$ cat src/rtl/config_loader_pkg.sv
// Shared definitions for the configuration-chain loader.
//   BYTE_W            : width of one bitstream byte
//   POS_W             : width of the bit-position counter inside a byte
//   DEFAULT_CHAIN_LEN : default number of chain bits to program
//   state_t           : loader FSM state encoding
package config_loader_pkg;

    localparam int BYTE_W            = 8;
    localparam int POS_W             = 3;
    localparam int DEFAULT_CHAIN_LEN = 20;

    typedef enum logic [2:0] {
        IDLE,
        LOAD,
        SHIFT,
        CHECK,
        DONE,
        ERROR
    } state_t;

endpackage

$ cat src/rtl/cfg_byte_serializer.sv
// Byte shift register feeding the configuration chain, MSB first.
// Ports:
//   clk      : clock
//   rst      : synchronous active-high reset (clears register and position)
//   load     : capture data and restart the bit position
//   shift    : shift left by one and advance the bit position
//   data     : byte to capture
//   msb      : current head bit of the register
//   last_bit : the bit currently at msb is the 8th bit of the byte
module cfg_byte_serializer
    import config_loader_pkg::*;
(
    input  logic              clk,
    input  logic              rst,
    input  logic              load,
    input  logic              shift,
    input  logic [BYTE_W-1:0] data,
    output logic              msb,
    output logic              last_bit
);

    logic [BYTE_W-1:0] sreg;
    logic [POS_W-1:0]  pos;

    always_ff @(posedge clk) begin
        if (rst) begin
            sreg <= '0;
            pos  <= '0;
        end else if (load) begin
            sreg <= data;
            pos  <= '0;
        end else if (shift) begin
            sreg <= {sreg[BYTE_W-2:0], 1'b0};
            pos  <= pos + POS_W'(1);
        end
    end

    assign msb      = sreg[BYTE_W-1];
    assign last_bit = (pos == POS_W'(BYTE_W - 1));

endmodule

$ cat src/rtl/config_chain_loader.sv
// Streams a byte-wide bitstream into a serial configuration chain and
// verifies a trailing XOR checksum byte.
// Ports:
//   prog_clk  : clock
//   pReset    : synchronous active-high reset
//   start     : begin a load (honoured in IDLE, DONE, ERROR)
//   abort     : return to IDLE at the next edge
//   in_data   : bitstream byte, MSB first; in_valid qualifies it
//   in_ready  : loader accepts in_data this cycle
//   ccff_head : serial bit into the chain head
//   prog_en   : chain shift enable, one chain bit per high cycle
//   busy      : load in progress
//   done      : load finished, checksum matched
//   error     : load finished, checksum mismatched
//
// state | meaning
// IDLE  | waiting for start
// LOAD  | waiting for the next data byte
// SHIFT | shifting one bit per cycle into the chain
// CHECK | waiting for the checksum byte
// DONE  | load complete, checksum matched
// ERROR | load complete, checksum mismatched
module config_chain_loader
    import config_loader_pkg::*;
#(
    parameter int CHAIN_LEN = DEFAULT_CHAIN_LEN,
    parameter int CNT_W     = 12
) (
    input  logic              prog_clk,
    input  logic              pReset,
    input  logic              start,
    input  logic              abort,
    input  logic [BYTE_W-1:0] in_data,
    input  logic              in_valid,
    output logic              in_ready,
    output logic              ccff_head,
    output logic              prog_en,
    output logic              busy,
    output logic              done,
    output logic              error
);

    localparam logic [CNT_W-1:0] LAST_CNT = CNT_W'(CHAIN_LEN - 1);

    state_t            state, state_nxt;
    logic [CNT_W-1:0]  bit_cnt;
    logic [BYTE_W-1:0] checksum;
    logic              start_ok;
    logic              accept;
    logic              shifting;
    logic              ser_msb;
    logic              ser_last;

    assign start_ok = start & ~abort & (state inside {IDLE, DONE, ERROR});
    assign accept   = (state == LOAD) & in_valid & ~abort;
    assign shifting = (state == SHIFT);

    cfg_byte_serializer u_serializer (
        .clk      (prog_clk),
        .rst      (pReset),
        .load     (accept),
        .shift    (shifting),
        .data     (in_data),
        .msb      (ser_msb),
        .last_bit (ser_last)
    );

    always_ff @(posedge prog_clk) begin
        if (pReset) begin
            state <= IDLE;
        end else begin
            state <= state_nxt;
        end
    end

    // The final partial byte leaves SHIFT on the bit count, not the byte
    // position, so its unused LSBs never reach the chain.
    always_comb begin
        state_nxt = state;
        case (state)
            IDLE, DONE, ERROR: if (start) state_nxt = LOAD;
            LOAD:              if (in_valid) state_nxt = SHIFT;
            SHIFT: begin
                if (bit_cnt == LAST_CNT) begin
                    state_nxt = CHECK;
                end else if (ser_last) begin
                    state_nxt = LOAD;
                end
            end
            CHECK: begin
                if (in_valid) begin
                    state_nxt = (in_data == checksum) ? DONE : ERROR;
                end
            end
            default:           state_nxt = IDLE;
        endcase
        if (abort) state_nxt = IDLE;
    end

    always_ff @(posedge prog_clk) begin
        if (pReset) begin
            bit_cnt  <= '0;
            checksum <= '0;
        end else if (start_ok) begin
            bit_cnt  <= '0;
            checksum <= '0;
        end else if (!abort) begin
            if (accept) checksum <= checksum ^ in_data;
            if (shifting) bit_cnt <= bit_cnt + CNT_W'(1);
        end
    end

    always_comb begin
        in_ready  = 1'b0;
        prog_en   = 1'b0;
        ccff_head = 1'b0;
        busy      = 1'b0;
        done      = 1'b0;
        error     = 1'b0;
        case (state)
            LOAD:  begin in_ready = 1'b1; busy = 1'b1; end
            SHIFT: begin prog_en = 1'b1; ccff_head = ser_msb; busy = 1'b1; end
            CHECK: begin in_ready = 1'b1; busy = 1'b1; end
            DONE:  done  = 1'b1;
            ERROR: error = 1'b1;
            default: ;
        endcase
    end

endmodule

$ cat config.mk
export PLATFORM = sky130hd
export DESIGN_NAME = config_chain_loader
export DESIGN_NICKNAME = d
export VERILOG_FILES = /design/src/rtl/config_loader_pkg.sv /design/src/rtl/cfg_byte_serializer.sv /design/src/rtl/config_chain_loader.sv
export SDC_FILE = /design/constraint.sdc
export NUM_CORES = 1
export LEC_CHECK = 0
export CAP_MARGIN = 15
export CORE_AREA = 2 2 86 88
export DETAILED_ROUTE_END_ITERATION = 10
export DIE_AREA = 0 0 88 90
export PLACE_DENSITY_LB_ADDON = 0.12
export SYNTH_ARGS = -nofsm -noshare
export SYNTH_HDL_FRONTEND = slang
export SYNTH_SLANG_ARGS = --single-unit
export TNS_END_PERCENT = 100
$ cat constraint.sdc
create_clock -name prog_clk -period 2.1 [get_ports prog_clk]
set_input_delay 0.42 -clock prog_clk [delete_from_list [all_inputs] [get_ports prog_clk]]
set_output_delay 0.42 -clock prog_clk [all_outputs]
set_load 0.02 [all_outputs]
==> impl_metrics.json, run 1 <==
{
  "antenna_cells": 0,
  "start_util": 0.240,
  "cts-root-buf": "clkbuf_8",
  "ant_nets": 0,
  "combPwrFrac": 0.097,
  "use_met2": 0.161,
  "worstReg2RegEnd": "state[1]",
  "final-max-slew-violation-count": 0,
  "clockBufferDepth": 2,
  "worst_ep_arrival_time_ns": 1.58,
  "swShare": 0.236,
  "drc": 0,
  "cap_viol_max_count": 0,
  "cts_buffers": 5,
  "intPower_uw": 977,
  "hold_class": "reg -> reg",
  "synth_cell_types": 39,
  "grtUsageTotal": 0.108,
  "wl_per_cell_um": 12.3,
  "nNetsFinal": 230,
  "synth_warnings": 0,
  "cts_tree": "yes",
  "synth_top_family_by_area": "simple AND/OR/NAND/NOR gates",
  "synth_nets": 205,
  "max_freq_mhz": 499,
  "crit_path_end_kind": "output port",
  "hold_viol": 0,
  "worstSetupPathType": "reg -> out",
  "synthesis.area_um2": 1690,
  "wl_um": 3870,
  "synth_xor_xnor_area_share": 0.140,
  "post_synth.cell_area_avg_um2": 8.92,
  "peakVddDrop_v": 0.000271,
  "synth-seq-area-share": 0.404,
  "ys.flop_type": "dfxtp_1",
  "first_pass_iters": 4,
  "htree_levels": 2,
  "grt_util_met1": 0.151,
  "gp_congestion": 0.713,
  "synth_simple_gate_area_frac": 0.258,
  "setup-violations-final": 0,
  "hold_path_end": "u_serializer.sreg[6]",
  "grt_pass1_vias": 1365,
  "required_ns": 1.68,
  "hpwl_um": 2750,
  "top_usage_layer": "met2",
  "grt-ovfl-total": 0,
  "clkLatencyLatePin_ns": 0.28,
  "antenna_found_initial": 0,
  "ios": 19,
  "grt_max_degree": 21,
  "rsz0062_at_grt": "no",
  "syn_inst": 189,
  "fin_crit_ns": 2.00,
  "die_area_um2": 7920,
  "switching_power_uw": 302,
  "ys_async_sr_fraction": 0,
  "synth_compound_area_frac": 0.0891,
  "place_ws_ns": -0.0260,
  "p_seq_frac": 0.513,
  "postCtsSetupRepairBufs": 0,
  "leakagePower_uw": 0.000775,
  "rows": 31,
  "cts_hold_buf": 0,
  "hp-start": "u_serializer.sreg[5]",
  "p_clk_frac": 0.390,
  "worstRegToRegCells": 5,
  "relSlewSlack": 0.704,
  "port-buffer-count": 18,
  "power_density_nw_per_um2": 595,
  "cts_sinks": 34,
  "tightest_slew_ns": 0.444,
  "cts.clk_slew.worst_paths_ns": 0.07,
  "core_area_um2": 7020,
  "holdPathStages": 2,
  "total_power_uw": 1280,
  "layout-drive-gt1-share": 0.153,
  "period_share": 0.954,
  "skew_ns": 0.00783,
  "muxShareOfSynthArea": 0.0520,
  "syn_to_final_growth_pct": 27.6,
  "cp_max_fo": 4,
  "synth_edf_count": 0,
  "grt_pass1_wl_um": 6700,
  "status": "finished clean",
  "layout_setup_ws_ns": 0.0968,
  "synthAdderAreaFrac": 0.0223,
  "rrSetupSlack_ns": 0.22,
  "initialDrtViolationCount": 54,
  "start_kind": "flip-flop",
  "grt_use_met3": 0.0248,
  "ys_ff_latch": 34,
  "routed_via_density": 4.30,
  "vias": 1350,
  "r2r_start": "bit_cnt[0]",
  "die_x_um": 88,
  "die_h_um": 90
}
[cell usage after synthesis, types with 3 or more instances]
master     n  area [um2]
nand2_1   14        52.6
nor4_1     4        25.0
nor2_1    20        75.1
nor2_2     3        18.8
nand4_1    5        31.3
o21ai_0    3        15.0
xnor2_1   18         158
a21oi_1   11        55.1
dfxtp_1   34         681
ha_1       3        37.5
mux2_2     6        67.6
clkbuf_1   6        22.5
nand3_1   11        55.1
xor2_1     9        78.8
inv_1      3        11.3
nor3_1     7        35.0
[worst max path at each step]
stage	from	endpoint	slack [ns]
2_1_floorplan	state[0]	ccff_head	0.32
3_3_place_gp	abort	bit_cnt[10]	-0.007
3_5_place_dp	abort	bit_cnt[10]	-0.03
4_1_cts	state[0]	error	0.008
5_1_grt	state[0]	prog_en	0.01
6_report	state[0]	prog_en	0.1
[metal layers]
layer,vias to the layer above,share of wire
met5,-,0
met4,0,0.0096
met3,4,0.034
met2,24,0.45
met1,610,0.50
li1,712,-
[sequential cells by signal, indices dropped and copies added, names as in the netlist]
signal	flops
bit_cnt	12
checksum	8
u_serializer.sreg	8
state	3
u_serializer.pos	3
[stage by stage]
stage | std cells | instance area [um2] | hold WS [ns] | TNS [ns] | util
after global routing | 314 | 2150 | 0.510 | 0 | 0.306
after floorplan | 189 | 1690 | 0.454 | 0 | -
after global placement | 306 | 2040 | 0.470 | -0.00708 | 0.291
after CTS | 314 | 2140 | 0.480 | 0 | 0.305
final | 314 | 2150 | 0.476 | 0 | 0.306
after detailed placement | 306 | 2040 | 0.469 | -0.0495 | 0.291
[timing repair]
action                                  CTS  global route
gates resized for setup                   4             4
pin swaps                                 1             0
endpoints found under the setup margin    3             4
[area by class of cell]
cell class,count,area [um2]
sequential,34,682
fill,774,4870
multi-input combinational,142,957
clock buffer,7,86.3
tap,99,124
clock inverter,1,5.00
inverter,3,11.3
timing repair buffer,28,285
[power by group through the flow]
stage | combinational [uW] | clock [uW] | sequential (uW)
6_report | 124 | 499 | 656
3_5_place_dp | 126 | 0 | 671
2_1_floorplan | 60.2 | 0 | 669
4_1_cts | 126 | 531 | 656
5_1_grt | 135 | 563 | 657
3_3_place_gp | 127 | 0 | 671
[placed cells by master (no fill, tap or decap), types with 2 or more instances in the layout]
| cell type | count |
|---|---|
| nor3_1 | 7 |
| buf_4 | 8 |
| nor2_1 | 20 |
| nand3_1 | 11 |
| nor3b_1 | 2 |
| dlymetal6s2s_1 | 3 |
| and2_1 | 2 |
| nor4b_1 | 2 |
| or3_1 | 2 |
| and3b_1 | 2 |
| inv_1 | 3 |
| o21ai_0 | 3 |
| xor2_1 | 9 |
| ha_1 | 3 |
| mux2_2 | 6 |
| clkdlybuf4s50_1 | 13 |
| a211oi_1 | 2 |
| xnor2_1 | 18 |
| mux2i_1 | 2 |
| nor4_1 | 4 |
| nand2_1 | 14 |
| nand4_1 | 5 |
| dfxtp_1 | 33 |
| a21oi_1 | 11 |
| nor2_2 | 3 |
| buf_12 | 2 |
| nand3b_1 | 2 |
| clkbuf_8 | 6 |
| dlygate4sd2_1 | 2 |
[critical path, stage by stage (launching register included)]
cell             delay [ns]
dfxtp_1                0.36
nor3b_4                0.29
clkdlybuf4s50_1        0.65
[cell families (layout without fill, tap and decap cells)]
| group | Yosys count | in the layout |
|---|---|---|
| compound gates | 23 | 23 |
| xor+xnor | 27 | 27 |
| fa+ha+maj | 3 | 3 |
| buf+inv | 13 | 39 |
| flops | 34 | 34 |
| mux | 8 | 8 |
| simple gates | 81 | 81 |
(Power assumes the default switching activity.)
==> run 2, diff against run 1 <==
--- a/config.mk
+++ b/config.mk
@@ -6,9 +6,10 @@
 export NUM_CORES = 1
 export LEC_CHECK = 0
 export CAP_MARGIN = 15
-export CORE_AREA = 2 2 86 88
+export CORE_AREA = 2 2 68 70
 export DETAILED_ROUTE_END_ITERATION = 10
-export DIE_AREA = 0 0 88 90
+export DIE_AREA = 0 0 70 72
+export HOLD_SLACK_MARGIN = 0.05
 export PLACE_DENSITY_LB_ADDON = 0.12
 export SYNTH_ARGS = -nofsm -noshare
 export SYNTH_HDL_FRONTEND = slang
==> impl_metrics.json, run 2 (synthesized netlist as in run 1, its figures left out) <==
{
  "use_met2": 0.268,
  "wl_per_cell_um": 13.4,
  "cpMaxStageDelayCell": "clkdlybuf4s50_1",
  "status": "finished clean",
  "cts_tree": "yes",
  "postCtsSetupRepairBufs": 0,
  "leakagePower_uw": 0.000764,
  "cts.clk_slew.worst_paths_ns": 0.07,
  "first_pass_iters": 4,
  "final-max-slew-violation-count": 0,
  "die_area_um2": 5040,
  "worst_ep_arrival_time_ns": 1.61,
  "cp_max_fo": 6,
  "r2r_start": "bit_cnt[0]",
  "max_freq_mhz": 493,
  "grtUsageTotal": 0.156,
  "routed_via_density": 5.16,
  "clockBufferDepth": 2,
  "antenna_cells": 0,
  "required_ns": 1.68,
  "cts_hold_buf": 0,
  "cpPeakStageDelay_ns": 0.60,
  "fin_area_um2": 2100,
  "cp-startpoint": "state[0]",
  "holdPathStages": 2,
  "grt_pass1_wl_um": 6130,
  "nNetsFinal": 232,
  "layout-drive-gt1-share": 0.161,
  "drc": 0,
  "vias": 1389,
  "hpwl_um": 2740,
  "hold_path_end": "bit_cnt[1]",
  "final_common_cell": "dfxtp_1",
  "placed_area_um2": 1990,
  "core_area_um2": 4260,
  "cts_buffers": 5,
  "hold_class": "reg -> reg",
  "ios": 19,
  "cts-root-buf": "clkbuf_8",
  "cts_sinks": 34,
  "gp_congestion": 0.781,
  "cap_viol_max_count": 0,
  "crit_chain": "buf_4, nand2b_1, inv_1, clkdlybuf4s50_1",
  "rsz0062_at_grt": "no",
  "die_x_um": 70,
  "worstReg2RegEnd": "state[1]",
  "relSlewSlack": 0.723,
  "ant_nets": 0,
  "hp-start": "bit_cnt[1]",
  "grt_pass1_vias": 1321,
  "start_kind": "flip-flop",
  "top_usage_layer": "met2",
  "antenna_found_initial": 0,
  "largest-register": "bit_cnt",
  "setup-violations-final": 0,
  "layout_setup_ws_ns": 0.0718,
  "rows": 24,
  "hold_viol": 0,
  "layout_common_cells": "dfxtp_1, nor2_1, xnor2_1",
  "initialDrtViolationCount": 61,
  "worstSetupPathType": "reg -> out",
  "grt_util_met1": 0.188,
  "rrSetupSlack_ns": 0.19,
  "port-buffer-count": 18,
  "htree_levels": 2,
  "grt_use_met3": 0.0417,
  "grt_max_degree": 15,
  "syn_to_final_growth_pct": 24.9,
  "worstRegToRegCells": 5,
  "tightest_slew_ns": 0.416,
  "crit_path_end_kind": "output port",
  "reg_top3": "bit_cnt (12), checksum (8), u_serializer.sreg (8)",
  "place_ws_ns": -0.127,
  "fin_crit_ns": 2.03,
  "skew_ns": 0.00659,
  "start_util": 0.395,
  "period_share": 0.966,
  "die_h_um": 72,
  "grt-ovfl-total": 0,
  "wl_um": 3610,
  "power_density_nw_per_um2": 656,
  "largest_reg_flops": 12,
  "clkLatencyLatePin_ns": 0.29,
  "peakVddDrop_v": 0.000336
}
-- run 2: timing repair --
item	in CTS	in global routing
resized for setup	1	3
gates cloned	0	0
endpoints found under the setup margin	2	5
pin swaps	1	0
hold endpoints to repair	0	0
-- run 2: area by class of cell --
cell class	instances	area, um2
sequential	34	682
timing repair buffer	30	287
tap	52	65.1
inverter	3	11.3
multi-input combinational	142	946
clock inverter	3	45.0
fill	408	2160
clock buffer	5	68.8
-- run 2: report_power, final --
part	internal, uW	total, uW	switching, uW
Sequential	651	656	5.25
Combinational	61.3	119	57.9
Clock	353	606	253
Total	1070	1380	316
-- run 2: worst max path at each step --
stage,to,depth (start not counted)
finish,in_ready,4
global route,in_ready,4
CTS,in_ready,4
floorplan,ccff_head,4
global placement,bit_cnt[11],5
detailed placement,bit_cnt[10],5
-- run 2: critical path: cells and delay by family (launching register included) --
kind,cells,cell delay (ns)
buf+inv,3,0.84
simple gates,1,0.09
flops,1,0.38
-- run 2: layer usage --
metal | routed length (um) | part of all wire
met1 | 1650 | 0.46
met3 | 140 | 0.039
met4 | 59 | 0.016
met5 | 0 | 0
met2 | 1760 | 0.49
-- run 2: per-stage QoR --
stage | setup TNS, ns | utilization | hold WS, ns | instances | total power (uW)
after floorplan | 0 | - | 0.454 | 189 | 729
after global placement | -0.00385 | 0.466 | 0.474 | 261 | 790
after detailed placement | -0.211 | 0.466 | 0.473 | 261 | 791
after CTS | 0 | 0.492 | 0.482 | 269 | 1400
after global routing | 0 | 0.494 | 0.511 | 269 | 1440
final | 0 | 0.494 | 0.477 | 269 | 1380
